<file path="config.mk">
export PLATFORM = sky130hd
export DESIGN_NAME = instruction_fetch_phase
export DESIGN_NICKNAME = d
export VERILOG_FILES = /design/src/rtl/instruction_fetch_phase.sv
export SDC_FILE = /design/constraint.sdc
export NUM_CORES = 1
export LEC_CHECK = 0
export CAP_MARGIN = 20
export CORE_UTILIZATION = 40
export DETAILED_ROUTE_END_ITERATION = 10
export GPL_TIMING_DRIVEN = 0
export PLACE_DENSITY = 0.89
export SLEW_MARGIN = 15
export SYNTH_ARGS = -nofsm -noshare
export SYNTH_HDL_FRONTEND = slang
export SYNTH_SLANG_ARGS = --single-unit
</file>
<file path="constraint.sdc">
create_clock -name Clk -period 1.91 [get_ports Clk]
set_input_delay 0.4775 -clock Clk [delete_from_list [all_inputs] [get_ports Clk]]
set_output_delay 0.4775 -clock Clk [all_outputs]
set_load 0.05 [all_outputs]
</file>
<file path="src/rtl/instruction_fetch_phase.sv">
// IF stage: program counter, imem address, and the IF/ID pipeline register.
// Applies decode-stage redirects with a one-bubble flush and honours stalls.
module instruction_fetch_phase #(
  parameter logic [31:0] RESET_PC  = 32'h0000_0000,
  parameter logic [31:0] NOP_INSTR = 32'h0000_0000
) (
  input  logic        Clk,
  input  logic        Reset,
  input  logic        PCWrite,
  input  logic        IF_IDWrite,
  input  logic        Branch,
  input  logic [31:0] BranchTarget,
  input  logic        Jump,
  input  logic [31:0] JumpTarget,
  input  logic        JumpRegister,
  input  logic [31:0] JumpRegTarget,
  output logic [31:0] imem_addr,
  input  logic [31:0] imem_data,
  output logic [31:0] instr_out,
  output logic [31:0] pc_out,
  output logic        valid_out,
  output logic        misalign_err,
  output logic [31:0] fetch_count,
  output logic [15:0] flush_count
);

  logic [31:0] pc;
  logic [31:0] pc_plus4;
  logic [31:0] raw_target;
  logic [31:0] target;
  logic        redirect;
  logic        misaligned;

  assign pc_plus4  = pc + 32'd4;
  assign imem_addr = pc;

  // Decode data is stale while the PC is held, so redirects wait too.
  assign redirect = (Branch | Jump | JumpRegister) & PCWrite;

  always_comb begin
    raw_target = pc_plus4;
    priority case (1'b1)
      JumpRegister: raw_target = JumpRegTarget;
      Jump:         raw_target = JumpTarget;
      Branch:       raw_target = BranchTarget;
      default:      raw_target = pc_plus4;
    endcase
  end

  assign target     = {raw_target[31:2], 2'b00};
  assign misaligned = redirect & (|raw_target[1:0]);

  always_ff @(posedge Clk) begin
    if (Reset) begin
      pc           <= RESET_PC;
      instr_out    <= NOP_INSTR;
      pc_out       <= 32'd0;
      valid_out    <= 1'b0;
      misalign_err <= 1'b0;
      fetch_count  <= 32'd0;
      flush_count  <= 16'd0;
    end else begin
      if (PCWrite)
        pc <= redirect ? target : pc_plus4;
      if (misaligned)
        misalign_err <= 1'b1;
      if (redirect) begin
        instr_out <= NOP_INSTR;
        pc_out    <= 32'd0;
        valid_out <= 1'b0;
        if (flush_count != 16'hFFFF)
          flush_count <= flush_count + 16'd1;
      end else if (IF_IDWrite) begin
        instr_out   <= imem_data;
        pc_out      <= pc_plus4;
        valid_out   <= 1'b1;
        fetch_count <= fetch_count + 32'd1;
      end
    end
  end

endmodule

</file>
**After elaboration in Yosys (flattened, before gate mapping)**

Index checks and enable logic that the tools add are counted.

- Logic and storage cells: 24
- Register bits: 146
- Input bits: 135
- Output and inout bits: 146

- Reduce and logical (&&, ||, !) cells: 4
- Eq/ne operators: 1
- Muxes and demuxes: 4
- Bitwise gates (word level): 5
- Add/subtract/negate cells: 3

Operator list:

| operator | count |
|---|---|
| 32-bit 2-to-1 mux | 4 |
| 32-bit by 1-bit adder with 32-bit output, second input constant | 1 |
| 32-bit by 3-bit adder with 32-bit output, second input constant | 1 |
| 16-bit by 1-bit adder with 16-bit output, second input constant | 1 |
| 16-bit != test, second input constant | 1 |
| 2-bit AND reduction | 2 |
| 2-bit OR reduction | 2 |
| 1-bit AND | 2 |
| 1-bit bitwise OR | 2 |
| 1-bit NOT | 1 |

**Longest topological paths before layout**

Gate-level depths: netlist (run 1).

- Depth in word-level cells: 6
- Gate-level depth with buffers: 8
- Depth with buffers taken out: 6

**Least setup slack after synthesis (run 1)**

OpenSTA, ideal clock, no wires.

- Path type: register to register
- Start point: register pc[4], in the netlist imem_addr[4]
- End point: register pc_out[31]
- Buffers on the path: 2
- Library setup time: 129 ps
- Cell stages (with the launch flop): 8
- Setup slack: -580 ps
- Data required time: 1781 ps
- Arrival: 2360 ps
- Period minus slack after synthesis: 2490 ps
- Cells stage by stage: dfxtp_1 > buf_2 > nand4_2 > or3_1 > buf_2 > or4_4 > xor2_1 > a21oi_2

- Word-level cells in the longest chain between the ends: 1

Ends and longest elaborated chain:

| item | RTL line | text |
|---|---|---|
| start, declared | 27 | `logic [31:0] pc;` |
| start signal, assigned | 64 | `pc <= redirect ? target : pc_plus4;` |
| 32-bit by 3-bit adder with 32-bit output | 34 | `assign pc_plus4 = pc + 32'd4;` |
| end signal, assigned | 75 | `pc_out <= pc_plus4;` |
| end, declared | 20 | `output logic [31:0] pc_out,` |

Every way passes these cells.
A chain may end at the register's enable or synchronous reset.

**Worst setup path after layout (run 1)**

- Start point: register pc[12], in the netlist imem_addr[12]
- End point: register pc[31], in the netlist imem_addr[31]

- Word-level cells in the longest chain between the ends: 5

Ends and longest elaborated chain:

| item | RTL line | text |
|---|---|---|
| 32-bit by 3-bit adder with 32-bit output (*) | 34 |  |
| 32-bit 2-to-1 mux (3 in series) | 42 | `priority case (1'b1)` |
| 32-bit 2-to-1 mux (*) | 64 |  |

Every way passes the cells marked *; elsewhere a longest branch is shown, timed or not.

==> results.md, run 1 <==
- The run finished, with violations left.
- The checks that failed: setup timing.
- Yosys mapped a number of flops with a built-in enable equal to 0.
- The path type of the worst setup path is reg2reg.
- For this design, the slowest cell found on the critical path is or4_4.
- Before CTS, the worst setup slack after placement is -1.28 ns.
- The launch point of the worst reg-to-reg path is imem_addr[12]$_SDFFE_PP0P_.
- The cell family with the largest share of critical-path delay is simple AND/OR/NAND/NOR gates.
- The count of hold-fix buffers inserted at cts is 0.
- Entering global routing, the biggest net connects 17 pins.
- The switching power total is 2370 uW.
- The area of the core is 0.0172 mm^2.
- Sorting the synthesized cells by how often they occur yields 142 x dfxtp_1, 121 x nor2_1, 62 x o21ai_0.
- TritonCTS created 17 clock buffers.
- Wires add up to 27.5 mm.
- The initial antenna violation count is 0.
- The share of the synthesized area in the top cell type is 40.4%.
- The pre-antenna-repair detailed-routing pass consisted of 5 iterations.
- Once placement completed, the tool counted placed cells totaling 1364.
- The worst path arrival time is 2.40 ns.
- The number of inserted filler cells in the final layout is 1414.
- The proportion of total power due to net switching is 29.0%.
- In this run the mean area of a mapped cell was 8.17 um^2.
- In this run the worst path has a maximum fanout of 8.
- The transition at the pin with the smallest max-transition slack is 0.720 ns.
- Summing the sequential cell areas from Yosys gives 40.4% of the chip area.
- After clock tree synthesis, the clock-pin slew on the worst setup and hold paths is 0.06 ns.
- The worst hold-check path type is reg2reg.
- The number of max-slew violations in the final report is 0.
- The internal power component is 5800 uW.
- The relative slew slack is 52.0%.
- The via-per-instance ratio is 5.68.
- The number of failing hold endpoints at the final stage came to 0.
- The worst hold path startpoint is valid_out$_SDFFE_PP0P_.
- The H-tree generated during clock tree synthesis spans 4 levels.
- dfxtp_1 takes more of the synthesized area than any other cell.
- The completed layout was analyzed and its total power is 8170 uW.
- The remaining antenna violation count after routing is 0.
- After the first detailed-routing iteration, the DRC count stood at 685.
- The post-layout net count is 1317.
- The critical path required time is 2.26 ns.
- The number of global-route vias before repair came to 7587.
- The number of top-level pins is 281.
- TritonCTS built the clock tree.
- The sequential cell area is 0.00290 mm^2.
- Dividing the final minimum period by the clock period gives 107%.
- The number of violations of the max-capacitance limit is 0.
- In this run, distinct cell masters in the synthesized netlist total 58.
- The die covers 0.0181 mm^2.
- The root cell of the clock tree is clkbuf_16.
- The most critical setup path has its startpoint at imem_addr[12]$_SDFFE_PP0P_.
- The area overhead of the layout relative to synthesis is 57.0%.
- Leaving out filler cells and counting taps, the final layout contains 1417.
- Cells with a size suffix above 1 make up 14.2% of the layout.
- The standby leakage power is 0.00471 uW.
- Setup violations remaining at the end of the flow were counted as 5.
- The worst setup path is launched from a flop.
- The flip-flop cell with the highest count after synthesis is dfxtp_1.
- The clock passes through at most 2 buffers.
- The final critical path time including I/O delays and setup is 2.05 ns.
- The number of instances in the synthesized netlist is 862.
- The mean routed wirelength per cell is 19.4 um.
- The worst hold-check slack is 0.470 ns.
- By area the synthesized netlist is led by dfxtp_1 40%, nor2_1 6.4%, mux2i_1 5.7%, xor2_1 4.6%, o21ai_0 4.4%.
- Of the total power, registers draw 39.0%.
- Dividing total power by cell area gives a power density of 739 mW/mm^2.
- The total overflow reported by the global router is 0.
- The worst-case IR drop observed on VDD is 0.000664 V.
- The final estimated routing congestion in global placement is 0.981.
- The antenna cell count is 0.
- Of the total power, the clock network draws 41.7%.
- Across all setup checks in the final design, the least slack found is -0.140 ns.
- Traced cell by cell, the critical path runs through nand4_1 > or3_1 > buf_6 > or4_4 > xor2_4 > o21ai_1.
- The routed via count is 8043.
- The number of buffers and inverters on the critical path is 1.
- The synthesized area is 0.00704 mm^2.
- Setup repair after global routing could not meet its margin everywhere.
- The maximum clock frequency is 0.488 GHz.
- After detailed routing, the number of remaining DRC violations is 0.
- The row count is 48.
- The final setup skew is 0.00907 ns.
- The delay of the slowest cell on the worst path is 0.56 ns.
- The placed wire-length estimate after detailed placement is 20.2 mm.
- In this run, the combinational gates consume 19.3% of the power.
- During synthesis, Yosys emitted a total of 0 warnings.
- After synthesis, the share of flip-flops with an asynchronous set or reset is 0%.
- In this run the vertical extent of the chip is 135 um.
- The number of clock sinks seen by CTS is 142.
- The overall global routing resource usage is 29.6%.
- The library cell with the highest instance count after synthesis is dfxtp_1.
- From left edge to right edge, the die measures 135 um.
- The first global-routing pass estimated 41.1 mm of wire.
- The initial core utilization is 40.9%.
- The kind of capture point of the worst setup path is a flop.
- The combined area of the multi-input logic cells is 0.00410 mm^2.
- Port buffering added 274 buffers.
- Synthesis inferred 142 register bits.
- The clock latency at the later pin of the worst-skew pair is 0.42 ns.
[power by group through the flow]
stage / Combinational [uW] / Clock, uW / Sequential [uW]
final: 1570 / 3410 / 3190
after global routing: 1660 / 3570 / 3200
after CTS: 1520 / 3430 / 3180
after detailed placement: 1560 / 0 / 3240
after global placement: 1540 / 0 / 3240
after floorplan: 494 / 0 / 3610
[area by class of cell]
| class | instances | area share, % |
|---|---|---|
| Buffer | 62 | 3.40 |
| Tap cell | 225 | 2.55 |
| Clock buffer | 24 | 4.55 |
| Clock inverter | 8 | 0.916 |
| Multi-Input combinational cell | 643 | 37.1 |
| Timing Repair Buffer | 299 | 24.8 |
| Inverter | 14 | 0.509 |
| Sequential cell | 142 | 26.2 |
[cells by family after synthesis]
group,Yosys count,synth area share (%)
DFF,142,40.4
adders and majority gates,3,0.533
other,1,0.0532
xor gates and xnor gates,71,8.83
and+or+nand+nor,331,22.8
muxes,41,5.84
buffers and inverters,80,4.60
AOI/OAI and AO/OA,193,17.0
[final timing paths]
path / to / slack, ns / depth (start not counted)
setup / recovery: imem_addr[31]$_SDFFE_PP0P_ / -0.14 / 6
hold / removal: valid_out$_SDFFE_PP0P_ / 0.47 / 2
setup reg to reg: imem_addr[31]$_SDFFE_PP0P_ / -0.14 / 6
hold reg to reg: valid_out$_SDFFE_PP0P_ / 0.47 / 2
[layer usage]
layer / share of wire [%] / track usage, % / up-vias
li1: - / - / 3717
met1: 38 / 35.5 / 3743
met2: 46 / 47.1 / 487
met3: 12 / 10.5 / 96
met4: 4.4 / 14.0 / 0
met5: 0 / 0 / -
[stage by stage]
step / utilization, % / cell area (um^2) / TNS [ns]
after floorplan: - / 7170 / -1.82
after global placement: 59.2 / 10200 / -114.04
after detailed placement: 59.2 / 10200 / -115.96
after CTS: 63.0 / 10900 / -0.307
after global routing: 64.2 / 11100 / -0.639
final: 64.2 / 11100 / -0.286
[state kept, by name (all words and copies together), names as in the netlist]
signal,cells
fetch_count,32
instr_out,32
imem_addr,30
pc_out,30
flush_count,16
misalign_err,1
valid_out,1
[worst min-delay path, cell delays in order, from the launching register on]
cell and delay, ns:
dfxtp_1 0.31, nor2_1 0.08, nor2_1 0.04
[cells in the final DEF, fill, tap and decap left out, types with 9 or more instances in the layout]
| master | count |
|---|---|
| nor2_1 | 118 |
| a211oi_1 | 18 |
| nand3_1 | 35 |
| clkbuf_1 | 25 |
| xnor2_1 | 34 |
| clkdlybuf4s50_1 | 129 |
| mux2i_1 | 40 |
| o21ai_0 | 56 |
| clkbuf_16 | 18 |
| clkdlybuf4s15_1 | 12 |
| o22ai_1 | 9 |
| nand2b_1 | 9 |
| dfxtp_2 | 21 |
| nand4_1 | 23 |
| nor4_1 | 10 |
| nand2_1 | 57 |
| xor2_1 | 36 |
| clkbuf_2 | 24 |
| a22oi_1 | 10 |
| nor3_1 | 15 |
| buf_4 | 32 |
| dlygate4sd2_1 | 123 |
| dfxtp_1 | 113 |
| and4_1 | 12 |
| a21oi_1 | 49 |
| inv_1 | 13 |
[what timing repair did]
action                     4_1_cts  5_1_grt
gates cloned                     0        1
gates resized for setup        212       66
setup buffers                    5       19
setup endpoints to repair      281       86
pin swaps                        4       12
(Power assumes the default switching activity.)
==> run 2, diff against run 1 <==
- CORE_MARGIN: unset -> 2
- CORE_UTILIZATION: 40 -> 44
- PLACE_DENSITY: 0.89 -> 0.92
- clock period: 1.91 -> 2.1 ns (I/O delays scaled with it)
==> results.md, run 2 (synthesis gave the netlist of run 1 again) <==
- The final cycle utilization of the critical path is 98.1%.
- The final setup skew is 0.00908 ns.
- The die is 131 um tall.
- The worst-case reg-to-reg path depth is 7.
- The critical path goes through buf_6 > nand4_4 > or3_1 > buf_6 > or4_4 > xor2_2 > o21ai_1.
- Summed over all layers, the global routing overflow is 0.
- The number of placed instances, taps included is 1355.
- The transition at the pin with the smallest max-transition slack is 0.727 ns.
- The logic depth of the worst setup path including buffers is 7.
- The number of buffers and inverters on the critical path is 2.
- STA puts the critical path data arrival time at 2.37 ns.
- The proportion of total power due to net switching is 30.6%.
- TritonCTS built the clock tree.
- The number of port buffers is 274.
- In the global route stage, overall resource usage came out at 31.3%.
- Dividing total power by cell area gives a power density of 662 mW/mm^2.
- Before antenna repair, the detailed router went through 8 iterations.
- The cell at the slowest stage of the critical path is or4_4.
- The number of DRC violations after detailed-routing iteration 0 is 739.
- The proportion of power drawn by combinational gates is 19.6%.
- The detail route stage leaves a number of antenna-violating nets equal to 0.
- Setup repair after global routing left no endpoint under its margin.
- The worst setup slack after layout is 0.0394 ns.
- Measured against its own limit, the worst slew margin works out to 51.5%.
- The switching power total is 2200 uW.
- The initial antenna violation count is 2.
- The number of violations of the max-capacitance limit is 0.
- The congestion estimate from routability-driven global placement came to 0.994.
- The critical path required time is 2.41 ns.
- The TritonCTS buffer count is 17.
- The wire-length estimate of the detail-placed layout is 20.4 mm.
- The cell family with the largest share of critical-path delay is simple AND/OR/NAND/NOR gates.
- The residual DRC count is 0.
- Relative to the synthesized area, the layout overhead comes to 54.6%.
- The number of inserted filler cells in the final layout is 1292.
- In this run, flip-flops and latches consume 40.2% of the power.
- The run finished with clean final reports.
- Leaving out fill and tap cells, the most frequent cell in the layout is clkdlybuf4s50_1.
- For this design, the sink count on the clock tree is 142.
- The number of global-route vias before repair is 7482.
- Dividing the detail-routed via count by the number of cells gives 5.77.
- The depth of the worst hold-timing path is 2.
- The level count of the clock H-tree is 4.
- The floorplan step defined a die boundary enclosing 0.0170 mm^2.
- The number of failing hold endpoints at the final stage was 0.
- The internal power component is 5000 uW.
- The worst setup path is of the reg2reg kind.
- Clock-pin slew was measured on the worst setup and hold paths at 0.06 ns.
- At the later pin of the worst-skew pair, clock insertion delay measures 0.43 ns.
- The final critical path time including I/O delays and setup is 2.06 ns.
- The part of the power in the clock network is 40.2%.
- The number of top-level pins is 281.
- The worst hold-check path type is reg2reg.
- Across all register-to-register paths, the minimum setup slack is 0.04 ns.
- After detailed routing, the total wire length is 28.1 mm.
- The mean routed wirelength per cell is 20.1 um.
- Once layout is complete, the utilization of the core stands at 69.1%.
- Leaving out fill and tap cells, the most frequent cells in the layout are 130 x clkdlybuf4s50_1, 125 x dfxtp_1, 121 x nor2_1.
- Setup violations remaining at the end of the flow were counted as 0.
- The worst setup slack after placement is -1.14 ns.
- The sum of internal, switching and leakage power is 7200 uW.
- After the flow finishes, the layout carries non-filler instances totaling 1393.
- VDD sags by at most 0.000559 V.
- For this run, the slowest stage of the critical path takes 0.52 ns.
- The worst setup path is captured at a flop.
- The cell repeated most along the worst path is buf_6.
- The root cell of the clock tree is clkbuf_16.
- The number of max-slew violations in the final report is 0.
- At the end of the flow, the number of nets in the layout was 1301.
- The area of the core is 0.0158 mm^2.
- The maximum number of buffers from clock root to sink is 2.
- Row generation in the floorplan step produced 46 rows.
- In this run the worst path has a maximum fanout of 9.
- The maximum clock frequency is 0.485 GHz.
- The largest net degree at the start of global routing is 17.
- The type of origin of the critical path is a flop.
- The largest registers in the layout are fetch_count: 32 flops, instr_out: 32 flops.
- The die is 131 um wide.
- The worst hold-check slack is 0.490 ns.
- The initial utilization of the core area, before any placement, comes to 44.7%.
- The first global-routing pass estimated 40.8 mm of wire.
- The detailed router placed 8031 vias in this run.
- The standby leakage power is 0.00499 uW.
- The share of layout cells above drive strength 1 is 10.0%.
-- run 2: path summary, 6_finish.rpt --
path,startpoint,endpoint
worst max-delay path,imem_addr[4]$_SDFFE_PP0P_,imem_addr[31]$_SDFFE_PP0P_
worst min-delay path,pc_out[8]$_SDFFE_PP0P_,pc_out[8]$_SDFFE_PP0P_
worst max register to register,imem_addr[4]$_SDFFE_PP0P_,imem_addr[31]$_SDFFE_PP0P_
worst min register to register,pc_out[8]$_SDFFE_PP0P_,pc_out[8]$_SDFFE_PP0P_
-- run 2: metrics by stage --
| stage | cell area, um^2 | TNS, ns |
|---|---|---|
| 2_1_floorplan | 7140 | -0.113 |
| 3_3_place_gp | 10200 | -94.00 |
| 3_5_place_dp | 10200 | -101.50 |
| 4_1_cts | 10800 | 0 |
| 5_1_grt | 10900 | 0 |
| 6_report | 10900 | 0 |
-- run 2: cell type report --
class	count	area (um^2)	share of cell area, %
Multi-Input combinational cell	643	4040	37.1
Sequential cell	142	2880	26.4
Timing Repair Buffer	282	2740	25.1
Clock buffer	19	443	4.07
Buffer	63	353	3.24
Tap cell	216	270	2.48
Clock inverter	13	115	1.06
Inverter	14	52.6	0.483
Antenna cell	1	2.50	0.0230
-- run 2: worst min-delay path: cells and delay by family, from the launching register on --
| kind | cells | cell delay, ns |
|---|---|---|
| flip-flops | 1 | 0.31 |
| AO/OA/AOI/OAI | 1 | 0.05 |
| AND/OR/NAND/NOR | 1 | 0.08 |
-- run 2: power by group through the flow --
stage          logic [uW]  clock network (uW)  registers (uW)
3_5_place_dp         1420                   0            2950
4_1_cts              1390                2890            2890
5_1_grt              1470                3000            2910
2_1_floorplan         448                   0            3280
3_3_place_gp         1400                   0            2950
6_report             1410                2900            2900
-- run 2: what timing repair did --
item                                    CTS  global route
endpoints found under the hold margin     0             0
resized for setup                       160            54
pin swaps                                 3             4
endpoints found under the setup margin  238            79
setup buffers                             7             1
hold buffers                              0             0
-- run 2: layer usage --
layer | up-vias | GRT usage, % | share of wire (%)
li1 | 3671 | - | -
met1 | 3762 | 37.5 | 37
met2 | 498 | 51.3 | 47
met3 | 98 | 10.2 | 12
met4 | 2 | 14.4 | 4.3
met5 | - | 0 | 0.046
==> run 3, diff against run 2 <==
- SKIP_CTS_REPAIR_TIMING: unset -> 1
==> results.md, run 3 (synthesis gave the netlist of run 1 again) <==
- Combinational cells account for 20.3% of the total power.
- The routed via count is 8074.
- The cell at the slowest stage of the critical path is or4_4.
- The kind of capture point of the worst setup path is a flop.
- In this run the worst path has a maximum fanout of 7.
- After the flow finishes, the layout carries non-filler instances totaling 1400.
- The critical path required time is 2.41 ns.
- After detailed routing, the number of remaining DRC violations is 0.
- The sequential cell area is 0.00288 mm^2.
- The final instance area is 0.0114 mm^2.
- The mean routed wirelength per cell is 20.7 um.
- The part of the power in the clock network is 39.8%.
- The top layer reached by signal wires is met5.
- The number of top-level pins is 281.
- The detail route stage leaves a number of antenna-violating nets equal to 0.
- After the last flow step, the layout net total stands at 1308.
- The number of violations of the max-capacitance limit is 0.
- Traced cell by cell, the critical path runs through nand4_1 > or3_1 > buf_6 > or4_4 > xor2_2 > o21ai_1.
- The worst setup path is of the reg2reg kind.
- CTS saw 142 sinks.
- The CTS clock-pin slew for the worst setup and hold paths is 0.06 ns.
- The clock tree from TritonCTS is built.
- The number of failing hold endpoints at the final stage is 0.
- The via-per-instance ratio is 5.77.
- The initial antenna violation count is 2.
- The number of inserted filler cells in the final layout is 1164.
- Before antenna repair, the detailed router went through 6 iterations.
- Once the floorplan was initialized, standard cells occupied 44.7% of the core.
- Entering global routing, the biggest net connects 17 pins.
- Setup violations remaining at the end of the flow were counted as 6.
- The area growth from synthesis to layout is 61.9%.
- The routed wire length on met2 is 13.8 mm.
- The number of DRC violations after detailed-routing iteration 0 is 833.
- For this run, the total global-route usage over all layers was measured as 30.7%.
- The row count is 46.
- The highest ir drop seen on vdd is 0.000561 V.
- For the pin with the worst max-slew slack, the measured transition is 0.802 ns.
- The combined area of the multi-input logic cells is 0.00408 mm^2.
- In this run the power spent charging and discharging nets is 2220 uW.
- Based on the critical path, the design can be clocked at up to 0.442 GHz.
- The die covers 0.0170 mm^2.
- The worst setup path is launched from a flop.
- At the later pin of the worst-skew pair, clock insertion delay measures 0.43 ns.
- For this block, wires on met1 add up to 10.6 mm.
- In this run the cell area measured after placement is 0.0102 mm^2.
- The die width is 131 um.
- The first-pass GRT wire length is 39.9 mm.
- The final estimated routing congestion in global placement is 0.994.
- Power spread over the standard cell area amounts to 638 mW/mm^2.
- The level count of the clock H-tree is 4.
- After detailed routing, the met3 layer carries 3.17 mm of wire.
- Internal power comes to 5060 uW.
- Summed over all layers, the routed wires come to 28.9 mm.
- In the layout the commonest cells are 144 x dlymetal6s2s_1, 130 x clkdlybuf4s50_1, 125 x dfxtp_1.
- The worst path arrival time is 2.57 ns.
- The flow ran to the end, but the final reports show violations.
- Headroom to the max-slew limit came out at 46.5%.
- The standby leakage power is 0.00653 uW.
- Timing analysis after detailed placement gives a worst setup slack of -1.14 ns.
- Setup repair after global routing could not meet its margin everywhere.
- The largest registers in the layout are fetch_count: 32 flops, instr_out: 32 flops.
- The placed wire-length estimate after detailed placement is 20.4 mm.
- The total overflow left after global routing is 0.
- The library cell used most frequently in the layout, excluding fill and tap cells, is dlymetal6s2s_1.
- The share of layout cells above drive strength 1 is 10.7%.
- The delay of the slowest cell on the worst path is 0.54 ns.
- Setup slack on the critical path of the routed design comes to -0.161 ns.
- The number of max-slew violations in the final report is 0.
- Net switching is 30.5% of the power.
- The number of global-route vias before repair was 7428.
- The number of clock buffers added by TritonCTS is 17.
- The longest clock path from root to sink contains 2 buffers.
- The final core utilization is 72.3%.
- The worst hold path belongs to the class reg2reg.
- The root cell of the clock tree is clkbuf_16.
- Buffers placed on the I/O ports in this run total 274.
- In this run the standard cell core region covers 0.0158 mm^2.
- The final critical path time including I/O delays and setup is 2.26 ns.
- The power share of the sequential group is 39.8%.
- The checks that failed: setup timing.
- In this run, placement finished with an instance count of 1355.
- Between clock sinks in the finished design, the worst skew comes to 0.00702 ns.
- The overall die height is 131 um.
- The final cycle utilization of the critical path is 108%.
[run 3: per-layer routing]
| metal | GRT usage, % | vias up |
|---|---|---|
| li1 | - | 3697 |
| met2 | 49.8 | 508 |
| met3 | 11.0 | 115 |
| met5 | 0 | - |
| met4 | 15.2 | 2 |
| met1 | 36.2 | 3752 |
[run 3: worst paths after layout]
kind	startpoint	end	slack [ns]	cells past startpoint
setup / recovery	imem_addr[12]$_SDFFE_PP0P_	imem_addr[31]$_SDFFE_PP0P_	-0.16	6
hold / removal	pc_out[9]$_SDFFE_PP0P_	pc_out[9]$_SDFFE_PP0P_	0.48	2
setup reg to reg	imem_addr[12]$_SDFFE_PP0P_	imem_addr[31]$_SDFFE_PP0P_	-0.16	6
hold reg to reg	pc_out[9]$_SDFFE_PP0P_	pc_out[9]$_SDFFE_PP0P_	0.48	2
[run 3: per-stage QoR]
step	hold WS, ns	power (uW)	setup TNS [ns]
6_report	0.483	7280	-0.497
5_1_grt	0.511	7470	-1.16
4_1_cts	0.472	7220	-49.04
3_5_place_dp	0.457	4370	-101.50
3_3_place_gp	0.448	4350	-94.00
2_1_floorplan	0.587	3730	-0.113
[run 3: cell type report]
| class | count | share of cell area [%] |
|---|---|---|
| Buffer | 65 | 3.18 |
| Multi-Input combinational cell | 643 | 35.8 |
| Tap cell | 216 | 2.37 |
| Inverter | 14 | 0.461 |
| Antenna cell | 1 | 0.0219 |
| Clock buffer | 19 | 3.88 |
| Timing Repair Buffer | 287 | 28.1 |
| Sequential cell | 142 | 25.2 |
| Clock inverter | 13 | 1.01 |
[run 3: power by group through the flow]
stage / clock, uW / combinational [uW] / sequential (uW)
after floorplan: 0 / 448 / 3280
after global placement: 0 / 1400 / 2950
after detailed placement: 0 / 1420 / 2950
after CTS: 2890 / 1430 / 2890
after global routing: 3010 / 1540 / 2910
final: 2900 / 1480 / 2900
[run 3: worst max-delay path: cells and delay by family, from the launching register on]
kind	cells	cell delay, ns
AO/OA/AOI/OAI	1	0.09
XOR/XNOR	1	0.19
buffers and inverters	1	0.15
flip-flops	1	0.42
AND/OR/NAND/NOR	3	1.30
